<file path="src/rtl/imuldiv_div_frontend_pkg.sv">
// Shared definitions for the divider front end: function codes, FSM states
// and small decode helpers.
package imuldiv_div_frontend_pkg;

    localparam logic [1:0] DIVFN_DIV  = 2'd0;
    localparam logic [1:0] DIVFN_DIVU = 2'd1;
    localparam logic [1:0] DIVFN_REM  = 2'd2;
    localparam logic [1:0] DIVFN_REMU = 2'd3;

    localparam logic [31:0] WORD_ALL_ONES = 32'hFFFF_FFFF;
    localparam logic [31:0] WORD_INT_MIN  = 32'h8000_0000;

    typedef enum logic [1:0] {
        IDLE  = 2'd0,
        ISSUE = 2'd1,
        WAIT  = 2'd2,
        RESP  = 2'd3
    } state_t;

    function automatic logic fn_is_signed(input logic [1:0] fn);
        return (fn == DIVFN_DIV) || (fn == DIVFN_REM);
    endfunction

    function automatic logic fn_is_rem(input logic [1:0] fn);
        return (fn == DIVFN_REM) || (fn == DIVFN_REMU);
    endfunction

endpackage

</file>
<file path="src/rtl/imuldiv_div_frontend_special.sv">
// Resolves the cases the iterative divider must never see: divide-by-zero
// and signed overflow (INT_MIN / -1).
module imuldiv_div_frontend_special
    import imuldiv_div_frontend_pkg::*;
(
    input  logic [1:0]  fn,
    input  logic [31:0] a,
    input  logic [31:0] b,
    output logic        is_special,
    output logic [31:0] special_result
);

    always_comb begin
        is_special     = 1'b0;
        special_result = '0;
        if (b == '0) begin
            is_special     = 1'b1;
            special_result = fn_is_rem(fn) ? a : WORD_ALL_ONES;
        end else if (fn_is_signed(fn) && (a == WORD_INT_MIN) && (b == WORD_ALL_ONES)) begin
            is_special     = 1'b1;
            special_result = fn_is_rem(fn) ? 32'h0 : WORD_INT_MIN;
        end
    end

endmodule

</file>
<file path="src/rtl/imuldiv_div_frontend.sv">
// Single-command request/response adapter in front of the iterative divider,
// with local fast path for special cases and a saturating latency counter.
module imuldiv_div_frontend #(
    parameter int TAG_W = 5,
    parameter int LAT_W = 8
) (
    input  logic             clk,
    input  logic             reset,
    input  logic             req_val,
    output logic             req_rdy,
    input  logic [1:0]       req_fn,
    input  logic [31:0]      req_a,
    input  logic [31:0]      req_b,
    input  logic [TAG_W-1:0] req_tag,
    output logic             divreq_msg_fn,
    output logic [31:0]      divreq_msg_a,
    output logic [31:0]      divreq_msg_b,
    output logic             divreq_val,
    input  logic             divreq_rdy,
    input  logic [63:0]      divresp_msg_result,
    input  logic             divresp_val,
    output logic             divresp_rdy,
    output logic             resp_val,
    input  logic             resp_rdy,
    output logic [31:0]      resp_result,
    output logic [TAG_W-1:0] resp_tag,
    output logic [LAT_W-1:0] resp_lat
);
    import imuldiv_div_frontend_pkg::*;

    state_t             state;
    logic [1:0]         fn_reg;
    logic [31:0]        a_reg;
    logic [31:0]        b_reg;
    logic [TAG_W-1:0]   tag_reg;
    logic [31:0]        result_reg;
    logic [LAT_W-1:0]   lat_reg;
    logic [LAT_W-1:0]   lat_next;
    logic               is_special;
    logic [31:0]        special_result;

    // Special-case detection looks at the incoming command so the fast-path
    // result is ready in the same cycle the command is accepted.
    imuldiv_div_frontend_special special_case (
        .fn             (req_fn),
        .a              (req_a),
        .b              (req_b),
        .is_special     (is_special),
        .special_result (special_result)
    );

    assign lat_next = (lat_reg == '1) ? lat_reg : lat_reg + LAT_W'(1);

    always_ff @(posedge clk or posedge reset) begin
        if (reset) begin
            state      <= IDLE;
            fn_reg     <= DIVFN_DIV;
            a_reg      <= '0;
            b_reg      <= '0;
            tag_reg    <= '0;
            result_reg <= '0;
            lat_reg    <= '0;
        end else begin
            case (state)
                IDLE: begin
                    if (req_val) begin
                        fn_reg  <= req_fn;
                        a_reg   <= req_a;
                        b_reg   <= req_b;
                        tag_reg <= req_tag;
                        lat_reg <= '0;
                        if (is_special) begin
                            result_reg <= special_result;
                            state      <= RESP;
                        end else begin
                            state <= ISSUE;
                        end
                    end
                end
                ISSUE: begin
                    lat_reg <= lat_next;
                    if (divreq_rdy) begin
                        state <= WAIT;
                    end
                end
                WAIT: begin
                    lat_reg <= lat_next;
                    if (divresp_val) begin
                        result_reg <= fn_is_rem(fn_reg) ? divresp_msg_result[63:32]
                                                        : divresp_msg_result[31:0];
                        state      <= RESP;
                    end
                end
                RESP: begin
                    if (resp_rdy) begin
                        state <= IDLE;
                    end
                end
                default: state <= IDLE;
            endcase
        end
    end

    // Handshake signals depend on state only, never on the far side's val/rdy.
    assign req_rdy       = (state == IDLE);
    assign divreq_val    = (state == ISSUE);
    assign divresp_rdy   = (state == WAIT);
    assign resp_val      = (state == RESP);

    assign divreq_msg_fn = fn_is_signed(fn_reg);
    assign divreq_msg_a  = a_reg;
    assign divreq_msg_b  = b_reg;
    assign resp_result   = result_reg;
    assign resp_tag      = tag_reg;
    assign resp_lat      = lat_reg;

endmodule

</file>
<file path="config.mk">
export PLATFORM = sky130hd
export DESIGN_NAME = imuldiv_div_frontend
export DESIGN_NICKNAME = d
export VERILOG_FILES = /design/src/rtl/imuldiv_div_frontend_pkg.sv /design/src/rtl/imuldiv_div_frontend_special.sv /design/src/rtl/imuldiv_div_frontend.sv
export SDC_FILE = /design/constraint.sdc
export NUM_CORES = 1
export LEC_CHECK = 0
export BUFFER_PORTS_ARGS = -buffer_cell sky130_fd_sc_hd__buf_2
export CORE_MARGIN = 4
export CORE_UTILIZATION = 45
export CTS_CLUSTER_SIZE = 12
export DETAILED_ROUTE_END_ITERATION = 16
export PLACE_DENSITY = 0.77
export SETUP_SLACK_MARGIN = 0.15
export SLEW_MARGIN = 20
export SYNTH_ARGS = -nofsm -noshare
export SYNTH_HDL_FRONTEND = slang
export SYNTH_SLANG_ARGS = --single-unit
</file>
<file path="constraint.sdc">
create_clock -name clk -period 11.35 [get_ports clk]
set_input_delay 2.27 -clock clk [delete_from_list [all_inputs] [get_ports clk]]
set_output_delay 2.27 -clock clk [all_outputs]
set_load 0.01 [all_outputs]
</file>
==> reports/qor.yml, run 1 <==
outcome:
  status: "completed"
sta:
  finalWorstSetupSlack_ps: 6660
  rsz0062_at_grt: "no"
  hold_slack_ps: 474
  final.min_clock_period_ps: 4690
  worst_pin_slew_ps: 1040
  final_hold_viol_count: 0
  fin_setup_tns_ps: 0
  finalClockSkew_ps: 6.56
  setup_viol: 0
  finalCritPeriodShare_pct: 41.3
  max_freq_ghz: 0.213
  slew_viol_final: 0
  slew_headroom_pct: 30.3
synthesis:
  ys_warn_count: 0
  avgSynthCellArea_um2: 11.6
  synth_area_um2: 5610
  syn_inst: 482
  synth_cell_types: 37
  ys_ff_latch: 113
  yosysSeqAreaShare_pct: 50.4
  synth_fp_nets: 628
floorplanning:
  top_level_ports: 255
  start_util_pct: 46.3
  fp.dieH_um: 120
  die_w_um: 120
  num_rows: 40
  die_area_um2: 14300
  core_area_um2: 12100
clocking:
  cts_buffers: 17
  clock_latency_ps: 420
  cts.clk_slew.worst_paths_ps: 50
  cts_buffer_depth: 2
  cts_tree: "done"
  cts_resized: 0
  htree_num_levels: 4
  post-cts-setup-buffers: 0
  cts.sinks: 113
  root_buffer: "clkbuf_16"
  hold_buffers: 0
layout:
  fill_cells: 1002
  drive_above_1_share_pct: 52.6
  final_cells: 907
  fin_nets: 872
  synthToLayoutAreaGrowth_pct: 35.6
  diodes: 0
drt:
  first_iter_violations: 285
  dr.pass1.iters: 5
  post-route-drc-count: 0
  final_antenna_net_count: 0
  vias: 4879
  via_per_inst: 5.38
  drt-total-wl_mm: 17.1
  post_drt_wl_per_cell_um: 18.9
place:
  dp_slack_ps: 5930
  placed_cells: 874
  dp_hpwl_mm: 12.5
  io_buffer_count: 254
  gp_congestion: 0.880
setup_path:
  cp-start-kind: "input port"
  crit_fanout: 21
  rr_worst_depth: 9
  crit_path_end_kind: "flop"
  critPathCapture: "resp_result[2]$_DFFE_PP0P_"
  r2r_end: "resp_result[2]$_DFFE_PP0P_"
  worstPathRequired_ps: 11650
  cp-startpoint: "req_a[24]"
  criticalPathCategory: "input port to flop"
  worstReg2RegStart: "state[0]$_DFFE_PP0P_"
  cp.arrival_ps: 4990
  r2r_slack_ps: 7780
worst_hold_path:
  hp-class: "flop to flop"
power:
  power_leakage_nw: 3.90
  power_density_nw_per_um2: 268
  ir_drop_v: 0.000136
grt:
  grt_pass1_wl_mm: 27.0
  grt.overflow.total: 0
  grt_max_degree: 79
  grt_usage_pct: 24.1
  grt_pass1_vias: 5158
  grt_antenna_before_repair: 0
flow_run:
  drv_cap: 0
-- cell usage after synthesis --
cell / n / area, µm²
mux2i_1: 31 / 310
buf_1: 12 / 45.0
a22o_1: 1 / 8.76
o22ai_1: 2 / 12.5
ha_1: 5 / 62.6
a311o_1: 1 / 10.0
nand3_1: 5 / 25.0
a31oi_1: 1 / 6.26
nor4b_1: 1 / 8.76
nor4_1: 13 / 81.3
inv_1: 40 / 150
a31oi_4: 1 / 21.3
o221ai_1: 1 / 8.76
or4b_1: 1 / 10.0
o31ai_1: 4 / 30.0
a21o_1: 1 / 7.51
a221oi_1: 1 / 8.76
mux2_1: 1 / 11.3
mux2_2: 95 / 1070
dfrtp_1: 113 / 2830
nor3_1: 2 / 10.0
clkbuf_1: 17 / 63.8
or4_1: 2 / 15.0
o21ai_0: 48 / 240
or2_2: 2 / 12.5
and2_1: 1 / 6.26
or4_4: 1 / 11.3
nand2b_1: 4 / 25.0
nand4_1: 12 / 75.1
a211o_1: 31 / 272
a221o_1: 1 / 10.0
or3_1: 1 / 6.26
nor2b_1: 1 / 6.26
buf_6: 3 / 33.8
and3_1: 3 / 18.8
and4_1: 1 / 8.76
nand2_1: 22 / 82.6
-- cell usage in the layout (no fill, tap or decap), drive strengths merged, types with 13 or more instances in the layout --
cell type,count
clkbuf,22
mux2,96
mux2i,31
inv,40
dfrtp,113
a211o,31
buf,257
nor4,13
nand2,22
o21ai,48
-- layout make-up --
class,instances,area (µm²),share of cell area (%)
Sequential cell,113,2830,37.2
Multi-Input combinational cell,297,2500,32.8
Clock inverter,10,133,1.74
Clock buffer,22,474,6.23
Inverter,40,153,2.01
Tap cell,168,210,2.76
Timing Repair Buffer,257,1310,17.3
-- power breakdown --
part           switching, W  internal [W]  total [W]  leakage (nW)
combinational      0.000423      0.000397   0.000820          2.20
sequential         0.000113      0.000567   0.000679          1.41
clock              0.000184      0.000360   0.000544         0.292
-- how the worst min path moves through the flow --
| stage | start | endpoint | cells past startpoint |
|---|---|---|---|
| 2_1_floorplan | fn_reg[0]$_DFFE_PP0P_ | fn_reg[0]$_DFFE_PP0P_ | 1 |
| 3_3_place_gp | divreq_msg_a[27]$_DFFE_PP0P_ | divreq_msg_a[27]$_DFFE_PP0P_ | 2 |
| 3_5_place_dp | divreq_msg_a[27]$_DFFE_PP0P_ | divreq_msg_a[27]$_DFFE_PP0P_ | 2 |
| 4_1_cts | divreq_msg_a[28]$_DFFE_PP0P_ | divreq_msg_a[28]$_DFFE_PP0P_ | 2 |
| 5_1_grt | divreq_msg_b[10]$_DFFE_PP0P_ | divreq_msg_b[10]$_DFFE_PP0P_ | 1 |
| 6_report | divreq_msg_a[28]$_DFFE_PP0P_ | divreq_msg_a[28]$_DFFE_PP0P_ | 2 |
-- worst max-delay path: stages --
cell	delay, ps
buf_2	110
or4b_1	570
nor4_1	280
nand4_1	110
or4_4	580
a31oi_4	470
buf_16	240
mux2_2	350
-- stage by stage --
step	util, %	power (W)	cell area [µm²]
final	62.9	0.00204	7610
after global routing	62.9	0.00216	7610
after CTS	62.6	0.00204	7580
after detailed placement	57.6	0.00149	6980
after global placement	57.6	0.00146	6980
after floorplan	-	0.00119	5610
-- metal layers --
| metal | global-route usage [%] | vias to the layer above | routed length, µm |
|---|---|---|---|
| met5 | 0 | - | 0 |
| met4 | 9.74 | 0 | 377 |
| met3 | 5.56 | 32 | 1170 |
| met2 | 42.9 | 215 | 8860 |
| met1 | 27.8 | 2386 | 6730 |
| li1 | - | 2246 | - |
-- cells by family after synthesis --
kind of cell | after synthesis | synth area share [%]
DFF | 113 | 50.4
muxes | 127 | 24.8
adders and majority gates | 5 | 1.11
AOI/OAI and AO/OA | 93 | 11.3
buffers and inverters | 72 | 5.22
and+or+nand+nor | 72 | 7.18
(Power assumes the default switching activity.)
==> run 2, diff against run 1 <==
CORE_UTILIZATION = 43   (was 45)
clock period = 4.1 ns   (was 11.35 ns; I/O delays follow)
==> run 2 against run 1 <==
Effect of this change:
- first-iteration DRC count shrank 8.4%
- clock-buffer cell count shrank 1
- sequential share of layout area shrank 0.061 points
- register-to-register slack lost 6300 ps
- via count shrank 0.98%
- worst setup slack lost 5700 ps
- die area grew 4.3%
- largest cell class unchanged
- highest routed layer unchanged
==> reports/qor.yml, run 2 (synthesized netlist as in run 1, its figures left out) <==
sta:
  setup_viol: 0  # unchanged
  final_hold_viol_count: 0  # unchanged
  worst_pin_slew_ps: 1020  # was 1040 ps
  final.min_clock_period_ps: 3180
  slew_viol_final: 0  # unchanged
  slew_headroom_pct: 32.3  # was 30.3%
  finalClockSkew_ps: 5.59  # was 6.56 ps
  rsz0062_at_grt: "no"  # unchanged
  fin_setup_tns_ps: 0  # unchanged
  max_freq_ghz: 0.315
  hold_slack_ps: 487  # was 474 ps
  finalCritPeriodShare_pct: 77.5
power:
  ir_drop_v: 0.000344  # was 0.000136 V
  power_density_nw_per_um2: 740  # was 268 nW/µm²
  power_leakage_nw: 3.91  # was 3.90 nW
setup_path:
  critPathCapture: "resp_result[11]$_DFFE_PP0P_"  # was resp_result[2]$_DFFE_PP0P_
  worstReg2RegStart: "state[0]$_DFFE_PP0P_"  # unchanged
  r2r_end: "resp_result[23]$_DFFE_PP0P_"  # was resp_result[2]$_DFFE_PP0P_
  worstPathRequired_ps: 4390  # was 11650 ps
  slowest_delay_ps: 590  # was 580 ps
  crit_fanout: 31  # was 21
  cp-startpoint: "req_a[24]"  # unchanged
  criticalPathCategory: "input port to flop"  # unchanged
  cp-start-kind: "input port"  # unchanged
  path_cells: "buf_2, or4b_1, nor4_1, nand4_1, or4_4, a31oi_4, buf_4, mux2_2"  # was buf_2, or4b_1, nor4_1, nand4_1, or4_4, a31oi_4, buf_16, mux2_2
  cp.arrival_ps: 3470  # was 4990 ps
  crit_path_end_kind: "flop"  # unchanged
  r2r_slack_ps: 1510  # was 7780 ps
  rr_worst_depth: 8  # was 9
  crit_slowest_cell: "or4_4"  # unchanged
grt:
  grt_pass1_wl_mm: 26.0  # was 27.0 mm
  grt_antenna_before_repair: 0  # unchanged
  grt_max_degree: 79  # unchanged
  grt_usage_pct: 22.8  # was 24.1%
  grt_pass1_vias: 4977  # was 5158
  grt.overflow.total: 0  # unchanged
clocking:
  root_buffer: "clkbuf_16"  # unchanged
  post-cts-setup-buffers: 0  # unchanged
  hold_buffers: 0  # unchanged
  cts.clk_slew.worst_paths_ps: 50  # about the same
  cts_tree: "done"  # unchanged
  clock_latency_ps: 410  # was 420 ps
  cts_buffer_depth: 2  # unchanged
  cts_resized: 0  # unchanged
  cts.sinks: 113  # unchanged
  htree_num_levels: 4  # unchanged
  cts_buffers: 17  # unchanged
layout:
  multi_input_area_um2: 2500  # unchanged
  ff_latch_area_um2: 2830  # unchanged
  layout_commonest_cell: "buf_2"  # unchanged
  fin_nets: 875  # was 872
  diodes: 0  # unchanged
  drive_above_1_share_pct: 52.7  # was 52.6%
  fill_cells: 1057  # was 1002
  final_cell_mix: "buf_2, dfrtp_1, mux2_2"  # unchanged
  synthToLayoutAreaGrowth_pct: 35.8  # was 35.6%
worst_hold_path:
  hold_depth: 2  # unchanged
  hp-class: "flop to flop"  # unchanged
floorplanning:
  core_area_um2: 12700  # was 12100 µm²
  die_w_um: 122  # was 120 µm
  top_level_ports: 255  # unchanged
  num_rows: 41  # was 40
  start_util_pct: 44.1  # was 46.3%
  fp.dieH_um: 122  # was 120 µm
  die_area_um2: 14900  # was 14300 µm²
drt:
  drt-total-wl_mm: 16.9  # was 17.1 mm
  post-route-drc-count: 0  # unchanged
  dr.pass1.iters: 5  # unchanged
  vias: 4831  # was 4879
  post_drt_wl_per_cell_um: 18.5  # was 18.9 µm
  final_antenna_net_count: 0  # unchanged
  first_iter_violations: 261  # was 285
  via_per_inst: 5.29  # was 5.38
place:
  io_buffer_count: 254  # unchanged
  dp_hpwl_mm: 12.4  # was 12.5 mm
  gp_congestion: 0.842  # was 0.880
outcome:
  status: "completed"  # unchanged
flow_run:
  drv_cap: 0  # unchanged
[run 2: through the flow]
step                      setup slack [ps]  std cells  cell area [µm²]  util [%]  power [W]
final                                  921        914             7620      59.9    0.00564
after global routing                   842        914             7620      59.9    0.00596
after CTS                              921        914             7620      59.9    0.00568
after detailed placement               484        882             7010      55.1    0.00414
after global placement                 575        882             7010      55.1    0.00405
after floorplan                        293        482             5610         -    0.00329
[run 2: worst min path at each step]
stage | startpoint | endpoint
after global routing | divreq_msg_a[29]$_DFFE_PP0P_ | divreq_msg_a[29]$_DFFE_PP0P_
after detailed placement | divreq_msg_a[29]$_DFFE_PP0P_ | divreq_msg_a[29]$_DFFE_PP0P_
after floorplan | fn_reg[0]$_DFFE_PP0P_ | fn_reg[0]$_DFFE_PP0P_
final | divreq_msg_a[29]$_DFFE_PP0P_ | divreq_msg_a[29]$_DFFE_PP0P_
after CTS | divreq_msg_a[29]$_DFFE_PP0P_ | divreq_msg_a[29]$_DFFE_PP0P_
after global placement | divreq_msg_a[27]$_DFFE_PP0P_ | divreq_msg_a[27]$_DFFE_PP0P_
[run 2: where the power goes]
group	switching (W)	internal (W)
Combinational	0.00123	0.00108
Sequential	0.000236	0.00157
Clock	0.000496	0.00103
[run 2: critical path: cells and delay by family]
family                 cells  cell delay [ps]
buffers and inverters      2              500
multiplexers               1              390
AND/OR/NAND/NOR            4             1550
AO/OA/AOI/OAI              1              190
[run 2: layout make-up]
| type | count | area share, % |
|---|---|---|
| clock buffers | 21 | 5.91 |
| clock inverters | 11 | 2.12 |
| inverters | 40 | 2.00 |
| multi-input cells | 297 | 32.8 |
| flip-flops and latches | 113 | 37.1 |
| well taps | 172 | 2.82 |
| repair buffers | 260 | 17.3 |
[run 2: metal layers]
layer	global-route usage (%)	share of wire (%)	vias to the layer above
met2	40.5	52	221
li1	-	-	2251
met3	5.35	7.1	29
met4	8.47	1.9	0
met5	0	0	-
met1	26.7	39	2330
